### src/rtl/router_pkg.sv
// Shared types and sizing helpers for the multi-port weight router.
package router_pkg;

    typedef enum logic [2:0] {IDLE, REQ, CAPT, SEND, FIN} wr_state_t;
    typedef enum logic {UNICAST, BROADCAST} route_mode_t;

    function automatic int unsigned kernel_words(input int unsigned k);
        return k * k;
    endfunction

    // Index width that stays legal (>=1 bit) for single-entry ranges.
    function automatic int unsigned idx_width(input int unsigned n);
        return (n > 1) ? $clog2(n) : 1;
    endfunction

endpackage

### src/rtl/router_port_arbiter.sv
// Per-port valid tracking: holds the ports still owed the current word.
module router_port_arbiter #(
    parameter int unsigned NUM_PE_PORTS = 3
) (
    input  logic                    clk,
    input  logic                    reset,
    input  logic                    load,
    input  logic [NUM_PE_PORTS-1:0] dest_mask,
    input  logic [NUM_PE_PORTS-1:0] spad_ready,
    output logic [NUM_PE_PORTS-1:0] load_en,
    output logic                    accepted_all_c
);

    // load_en is dest_mask & ~sent_mask kept directly: accepted ports drop out.
    always_ff @(posedge clk) begin
        if (reset) begin
            load_en <= '0;
        end else if (load) begin
            load_en <= dest_mask;
        end else begin
            load_en <= load_en & ~spad_ready;
        end
    end

    assign accepted_all_c = ((load_en & ~spad_ready) == '0);

endmodule

### src/rtl/router_weight_mc.sv
// Streams filter weights from the GLB into several PE spads, unicast or broadcast.
module router_weight_mc
    import router_pkg::*;
#(
    parameter int unsigned DATA_BITWIDTH      = 16,
    parameter int unsigned ADDR_BITWIDTH_GLB  = 10,
    parameter int unsigned ADDR_BITWIDTH_SPAD = 9,
    parameter int unsigned NUM_PE_PORTS       = 3,
    parameter int unsigned KERNEL_SIZE        = 3,
    parameter int unsigned MAX_FILTERS        = 8,
    parameter int unsigned W_LOAD_ADDR        = 0
) (
    input  logic                                 clk,
    input  logic                                 reset,
    input  logic                                 load_spad_ctrl,
    input  logic                                 mode_bcast,
    input  logic [$clog2(MAX_FILTERS+1)-1:0]     num_filters,
    input  logic [ADDR_BITWIDTH_GLB-1:0]         glb_base_addr,
    output logic                                 read_req_glb_wght,
    output logic [ADDR_BITWIDTH_GLB-1:0]         r_addr_glb_wght,
    input  logic [DATA_BITWIDTH-1:0]             r_data_glb_wght,
    output logic [DATA_BITWIDTH-1:0]             w_data_spad,
    output logic [ADDR_BITWIDTH_SPAD-1:0]        w_addr_spad,
    output logic [NUM_PE_PORTS-1:0]              load_en_spad,
    input  logic [NUM_PE_PORTS-1:0]              spad_ready,
    output logic                                 busy,
    output logic                                 done
);

    localparam int unsigned K2   = kernel_words(KERNEL_SIZE);
    localparam int unsigned NF_W = $clog2(MAX_FILTERS + 1);
    localparam int unsigned K_W  = idx_width(K2);
    localparam int unsigned P_W  = idx_width(NUM_PE_PORTS);

    wr_state_t                   state;
    wr_state_t                   state_n;
    route_mode_t                 mode;
    logic [NF_W-1:0]             nf_q;
    logic [NF_W-1:0]             f_q;
    logic [NF_W-1:0]             slot_q;
    logic [K_W-1:0]              k_q;
    logic [P_W-1:0]              port_q;

    logic [NF_W-1:0]             nf_clamp_c;
    logic [NF_W-1:0]             slot_sel_c;
    logic [ADDR_BITWIDTH_SPAD-1:0] spad_addr_c;
    logic [NUM_PE_PORTS-1:0]     dest_mask_c;
    logic                        last_k_c;
    logic                        last_word_c;
    logic                        word_done_c;

    assign nf_clamp_c  = (num_filters > NF_W'(MAX_FILTERS)) ? NF_W'(MAX_FILTERS) : num_filters;
    assign last_k_c    = (k_q == K_W'(K2 - 1));
    assign last_word_c = last_k_c && (f_q == nf_q - NF_W'(1));
    assign slot_sel_c  = (mode == BROADCAST) ? f_q : slot_q;
    assign spad_addr_c = ADDR_BITWIDTH_SPAD'(W_LOAD_ADDR + 32'(slot_sel_c) * K2 + 32'(k_q));
    assign dest_mask_c = (mode == BROADCAST) ? {NUM_PE_PORTS{1'b1}}
                                             : (NUM_PE_PORTS'(1) << port_q);

    router_port_arbiter #(
        .NUM_PE_PORTS (NUM_PE_PORTS)
    ) u_arbiter (
        .clk            (clk),
        .reset          (reset),
        .load           (state == CAPT),
        .dest_mask      (dest_mask_c),
        .spad_ready     (spad_ready),
        .load_en        (load_en_spad),
        .accepted_all_c (word_done_c)
    );

    always_ff @(posedge clk) begin
        if (reset) begin
            state <= IDLE;
        end else begin
            state <= state_n;
        end
    end

    always_comb begin
        state_n = state;
        case (state)
            IDLE: if (load_spad_ctrl) state_n = (num_filters == '0) ? FIN : REQ;
            REQ:  state_n = CAPT;
            CAPT: state_n = SEND;
            SEND: if (word_done_c) state_n = last_word_c ? FIN : REQ;
            FIN:  state_n = IDLE;
            default: state_n = IDLE;
        endcase
    end

    // Strobes follow the next state so they line up with the state they belong to.
    always_ff @(posedge clk) begin
        if (reset) begin
            read_req_glb_wght <= 1'b0;
            busy              <= 1'b0;
            done              <= 1'b0;
            r_addr_glb_wght   <= '0;
            w_data_spad       <= '0;
            w_addr_spad       <= '0;
            mode              <= UNICAST;
            nf_q              <= '0;
            f_q               <= '0;
            slot_q            <= '0;
            k_q               <= '0;
            port_q            <= '0;
        end else begin
            read_req_glb_wght <= (state_n == REQ);
            busy              <= (state_n != IDLE);
            done              <= (state_n == FIN);
            case (state)
                IDLE: begin
                    if (load_spad_ctrl) begin
                        mode            <= route_mode_t'(mode_bcast);
                        nf_q            <= nf_clamp_c;
                        r_addr_glb_wght <= glb_base_addr;
                        f_q             <= '0;
                        slot_q          <= '0;
                        k_q             <= '0;
                        port_q          <= '0;
                    end
                end
                CAPT: begin
                    w_data_spad <= r_data_glb_wght;
                    w_addr_spad <= spad_addr_c;
                end
                SEND: begin
                    // Running GLB address equals base + f*K^2 + k, wrapping naturally.
                    if (word_done_c && !last_word_c) begin
                        r_addr_glb_wght <= r_addr_glb_wght + ADDR_BITWIDTH_GLB'(1);
                        if (last_k_c) begin
                            k_q <= '0;
                            f_q <= f_q + NF_W'(1);
                            if (port_q == P_W'(NUM_PE_PORTS - 1)) begin
                                port_q <= '0;
                                slot_q <= slot_q + NF_W'(1);
                            end else begin
                                port_q <= port_q + P_W'(1);
                            end
                        end else begin
                            k_q <= k_q + K_W'(1);
                        end
                    end
                end
                default: ;
            endcase
        end
    end

endmodule
### config.mk
export PLATFORM = sky130hd
export DESIGN_NAME = router_weight_mc
export DESIGN_NICKNAME = d
export VERILOG_FILES = /design/src/rtl/router_pkg.sv /design/src/rtl/router_port_arbiter.sv /design/src/rtl/router_weight_mc.sv
export SDC_FILE = /design/constraint.sdc
export NUM_CORES = 1
export LEC_CHECK = 0
export ABC_CLOCK_PERIOD_IN_PS = 2900
export CAP_MARGIN = 20
export CORE_ASPECT_RATIO = 0.6
export CORE_MARGIN = 1
export CORE_UTILIZATION = 49
export DETAILED_ROUTE_END_ITERATION = 7
export MAX_ROUTING_LAYER = met4
export PLACE_DENSITY = 0.76
export SKIP_LAST_GASP = 1
export SLEW_MARGIN = 10
export SYNTH_ARGS = -nofsm -noshare
export SYNTH_HDL_FRONTEND = slang
export SYNTH_SLANG_ARGS = --single-unit
### constraint.sdc
create_clock -name clk -period 2.9 [get_ports clk]
set_input_delay 0.29 -clock clk [delete_from_list [all_inputs] [get_ports clk]]
set_output_delay 0.29 -clock clk [all_outputs]
set_load 0.01 [all_outputs]
======== Yosys cells after proc, flatten, opt, wreduce, memory -nomap -nowiden ========
Cells that the tools add are included.
word-level totals
  register bits after elaboration ......... 63
  output and inout bits ................... 41
  word-level logic and storage cells ...... 78
operators by class
  add/subtract/negate cells ............... 7
  multipliers ............................. 1
  $lt $le $gt $ge ......................... 1
  equality and inequality tests ........... 12
  shift-type cells ........................ 1
  mux-type cells .......................... 28
  bitwise gates (word level) .............. 2
  reduce and logical (&&, ||, !) cells .... 12
operators by type and width
  operator                 number
  $mux W4                  10
  $pmux W4 S2              3
  $mux W10                 2
  $pmux W10 S2             1
  $mux W3                  6
  $add A4 B1 Y4 const B    3
  $pmux W3 S4              1
  $add A10 B1 Y10 const B  1
  $add A8 B4 Y9            1
  $mul A4 B4 Y8 const B    1
  $mux W2                  4
  $ne A2 B2 Y1 const B     4
  $eq A3 B1 Y1 const B     2
  $eq A3 B2 Y1 const B     2
  $logic_not A3 Y1         2
  $reduce_and A5 Y1        1
  $eq A4 B4 Y1             1
  $eq A4 B4 Y1 const B     1
  $gt A4 B4 Y1 const B     1
  $logic_not A4 Y1         1
  $pmux W2 S2              1
  $reduce_and A4 Y1        1
  $sub A4 B1 Y4 const B    1
  $and A3 B3 Y3            1
  11 further kinds         12

======== Longest topological paths before layout ========
  depth in word-level cells ............... 7
  mapped depth ............................ 11
  depth with buffers taken out ............ 10

======== Cells and area by module ========
A second synthesis with hierarchy kept.
second synthesis, totals
  cells, all modules ...................... 381
  area total of the unflattened synthesis .. 3209.3 sq um
by module, submodules not included
  module               instances  cells each  area each (sq um)  sequential area each (sq um)
  router_weight_mc     1          365         3075.4             1181.1
  router_port_arbiter  1          16          133.9              60.1

======== Least setup slack after synthesis ========
No wires, ideal clock.
  kind .................................... flip-flop to flip-flop
  from .................................... register mode
  to ...................................... register w_addr_spad[7]
  data arrival time ....................... 2.512 ns
  required time ........................... 2.830 ns
  setup slack ............................. 0.318 ns
  cell stages (with the launch flop) ...... 11
  buffers on the path ..................... 1
  period minus slack after synthesis ...... 2.582 ns
  path through ............................ dfxtp_1 > clkbuf_1 > mux2_2 > ha_1 > ha_1 > ha_1 > a21o_1 > a21o_1 > a21oi_1 > or3_1 > a21oi_1
on the way
  word-level cells in the longest chain between the ends .. 3
ends and longest elaborated chain
  what                    RTL line                 RTL
  from (decl)             router_weight_mc.sv:37   route_mode_t mode;
  from (signal assigned)  router_weight_mc.sv:114  mode <= route_mode_t'(mode_bcast);
  $mux W4                 router_weight_mc.sv:55   assign slot_sel_c = (mode == BROADCAST) ? f_q : slot_q;
  $mul A4 B4 Y8           router_weight_mc.sv:56   assign spad_addr_c = ADDR_BITWIDTH_SPAD'(W_LOAD_ADDR + 32'(slot_sel_c) * K2 + 32'(k_q));
  $add A8 B4 Y9           router_weight_mc.sv:56
  to (signal assigned)    router_weight_mc.sv:125  w_addr_spad <= spad_addr_c;
  to (decl)               router_weight_mc.sv:23   output logic [ADDR_BITWIDTH_SPAD-1:0] w_addr_spad,
Every way passes these cells.
A chain may end at the register's enable or synchronous reset.

======== Final worst setup path ========
Ends and elaborated chain as after synthesis.

==> impl_metrics.csv <==
group,metric,value,unit
outcome,status,"finished clean",
finish,drive_gt1_frac,0.0703,
yosys,ys_ff_latch,62,
timing,whs,0.453,ns
timing,post-route-min-period,2.68,ns
timing,max_freq,0.374,GHz
grt,grt_pass1_wl,13.0,mm
die,fp.dieH,63.6,µm
yosys,synth-edff-count,0,
yosys,synthArstFlopShare,0,
clock_tree,clk_latency,0.33,ns
place,numPortBuffers,76,
yosys,post_synth_num_cell_types,51,
die,row_count,22,
grt,grt_overflow_total,0,
timing,slew_headroom,0.540,
route,detail_route.iter0.violations,161,
clock_tree,clkTransAtPathRegs,0.06,ns
power,irDropWorstVdd,0.000277,V
setup_path,r2r-start,"mode",
finish,diodes,0,
power,total_leakage_power,1.58,nW
clock_tree,clock_sinks,62,
place,place_hpwl,5.34,mm
finish,area_growth,32.9,%
place,place_inst,523,
setup_path,worst-path-max-fanout,8,
die,die_x,105,µm
yosys,synth.avg_cell_area,8.17,µm²
route,drc_errors,0,
power,p_per_area,543,nW/µm²
die,die-area,6650,µm²
finish,layout.nets,505,
setup_path,critPathKind,"reg2reg",
yosys,syn_inst,379,
die,pin_count,78,
timing,fin_crit_sh,0.923,
clock_tree,numCtsBuffers,9,
timing,skew,0.00560,ns
clock_tree,ctsRootBufferMaster,"clkbuf_8",
die,core_area,6110,µm²
route,vias_per_cell,5.42,
setup_path,cp-start-kind,"register",
setup_path,cp.required,3.16,ns
timing,grt_setup_unrepaired,"no",
route,ant_nets,0,
finish,final_cell_mix,"clkdlybuf4s50_1 (75), nand2_1 (73), dfxtp_1 (62), a21oi_1 (56), nor2_1 (23)",
timing,tns,0,ns
route,dr.pass1.iters,4,
yosys,ys_warn_count,0,
hold_path,hold_path.startpoint,"w_data_spad[11]",
clock_tree,tritoncts,"built",
yosys,synth-main-ff-cell,"dfxtp_1",
yosys,syn_area,3100,µm²
setup_path,end_kind,"register",
route,routedWlPerCell,14.1,µm
timing,setup_ws,0.224,ns
place,gp_routability_congestion,0.874,
place,post-place-ws,0.244,ns
die,start_util,0.507,
clock_tree,ctsLongestPathBuffers,2,
route,vias,2923,
clock_tree,cts_setup_buffers,0,
yosys,ys_seq_area_frac,0.401,
timing,hold_viol,0,
grt,grt_util_all_layers,0.251,
clock_tree,cts_resized,0,
setup_path,cp.arrival,2.94,ns
yosys,syn_nets,434,
grt,antenna_found_initial,0,
job,drv_cap,0,
clock_tree,hold_buffers,0,
grt,grt_pass1_vias,2715,
setup_path,crit_path_start,"mode",
route,wirelength,7.60,mm
hold_path,worstHoldPathType,"reg2reg",
grt,grt_max_degree,35,
finish,final_common_cell,"clkdlybuf4s50_1",
timing,finalMaxSlewViolations,0,
timing,tightest_slew,0.688,ns
finish,nFillCells,521,
finish,final_cells,539,
timing,setup_violations,0,
power,finalPower,0.00224,W
clock_tree,htreeDepth,3,
==> area by class of cell <==
class / instances / area [µm²] / area share
Tap cell: 84 / 105 / 0.0255
Sequential cell: 62 / 1240 / 0.301
Clock buffer: 12 / 145 / 0.0352
Clock inverter: 4 / 70.1 / 0.0170
Multi-Input combinational cell: 283 / 1700 / 0.414
Timing Repair Buffer: 84 / 816 / 0.198
Inverter: 10 / 37.5 / 0.00912
==> worst paths after layout <==
kind	endpoint	slack, ns	cells after the start
worst max register to register	w_addr_spad[7]	0.22	9
worst min-delay path	w_data_spad[11]	0.45	2
worst max-delay path	w_addr_spad[7]	0.22	9
worst min register to register	w_data_spad[11]	0.45	2
==> power by group <==
group	internal, W	leakage, nW	switching (W)
logic	0.000218	0.967	0.000231
clock network	0.000505	0.110	0.000314
registers	0.000910	0.504	0.0000572
==> synth_stat cells (3+ instances only) <==
| cell | instances | area share |
|---|---|---|
| ha_1 | 17 | 0.069 |
| o32ai_1 | 4 | 0.011 |
| clkbuf_1 | 15 | 0.018 |
| o31ai_1 | 4 | 0.0097 |
| a21oi_1 | 56 | 0.090 |
| or3_1 | 8 | 0.016 |
| nand4_1 | 5 | 0.010 |
| nand3b_1 | 4 | 0.0097 |
| a211oi_1 | 5 | 0.012 |
| a31oi_1 | 3 | 0.0061 |
| a21o_1 | 5 | 0.012 |
| o21ai_0 | 9 | 0.015 |
| nand2b_1 | 3 | 0.0061 |
| xor2_1 | 4 | 0.011 |
| xnor2_1 | 5 | 0.014 |
| o21ai_1 | 3 | 0.0048 |
| nor3_1 | 10 | 0.016 |
| inv_1 | 9 | 0.011 |
| buf_2 | 3 | 0.0048 |
| nor2_1 | 23 | 0.028 |
| nand3_1 | 11 | 0.018 |
| mux2_2 | 3 | 0.011 |
| nand2_1 | 73 | 0.088 |
| nor2b_1 | 3 | 0.0061 |
| dfxtp_1 | 62 | 0.40 |
==> flip-flops by register name (all words and copies together) (netlist names) <==
| name | cells |
|---|---|
| state | 3 |
| r_addr_glb_wght | 10 |
| k_q | 4 |
| read_req_glb_wght | 1 |
| busy | 1 |
| slot_q | 4 |
| w_data_spad | 16 |
| w_addr_spad | 8 |
| port_q | 2 |
| nf_q | 4 |
| done | 1 |
| mode | 1 |
| u_arbiter.load_en | 3 |
| f_q | 4 |
==> cells by family (layout without fill, tap and decap cells) <==
| family | count (synthesis) | after routing | share of synthesized area |
|---|---|---|---|
| AOI/OAI and AO/OA | 98 | 98 | 0.194 |
| adders and majority gates | 18 | 18 | 0.0751 |
| and+or+nand+nor | 152 | 152 | 0.232 |
| muxes | 4 | 4 | 0.0141 |
| other | 1 | 1 | 0.00121 |
| xor gates and xnor gates | 10 | 10 | 0.0327 |
| DFF | 62 | 62 | 0.401 |
| buffers and inverters | 34 | 110 | 0.0497 |
==> metal layers <==
metal	wire, µm	share of wire	GRT usage
met1	3820	0.50	0.341
met2	3120	0.41	0.360
met3	540	0.071	0.0652
met4	126	0.017	0.0827
met5	0	0	-
==> through the flow <==
step / utilization / cell area (µm²)
6_report: 0.674 / 4120
5_1_grt: 0.674 / 4120
4_1_cts: 0.674 / 4120
3_5_place_dp: 0.639 / 3900
3_3_place_gp: 0.639 / 3900
2_1_floorplan: - / 3100
==> critical path, stage by stage, from the launching register on <==
cell,delay [ns]
dfxtp_1,0.49
mux2_2,0.41
ha_1,0.30
ha_1,0.28
ha_1,0.34
a21o_1,0.15
a21o_1,0.15
a21oi_1,0.07
or3_1,0.30
a21oi_1,0.14
(Power assumes the default switching activity.)
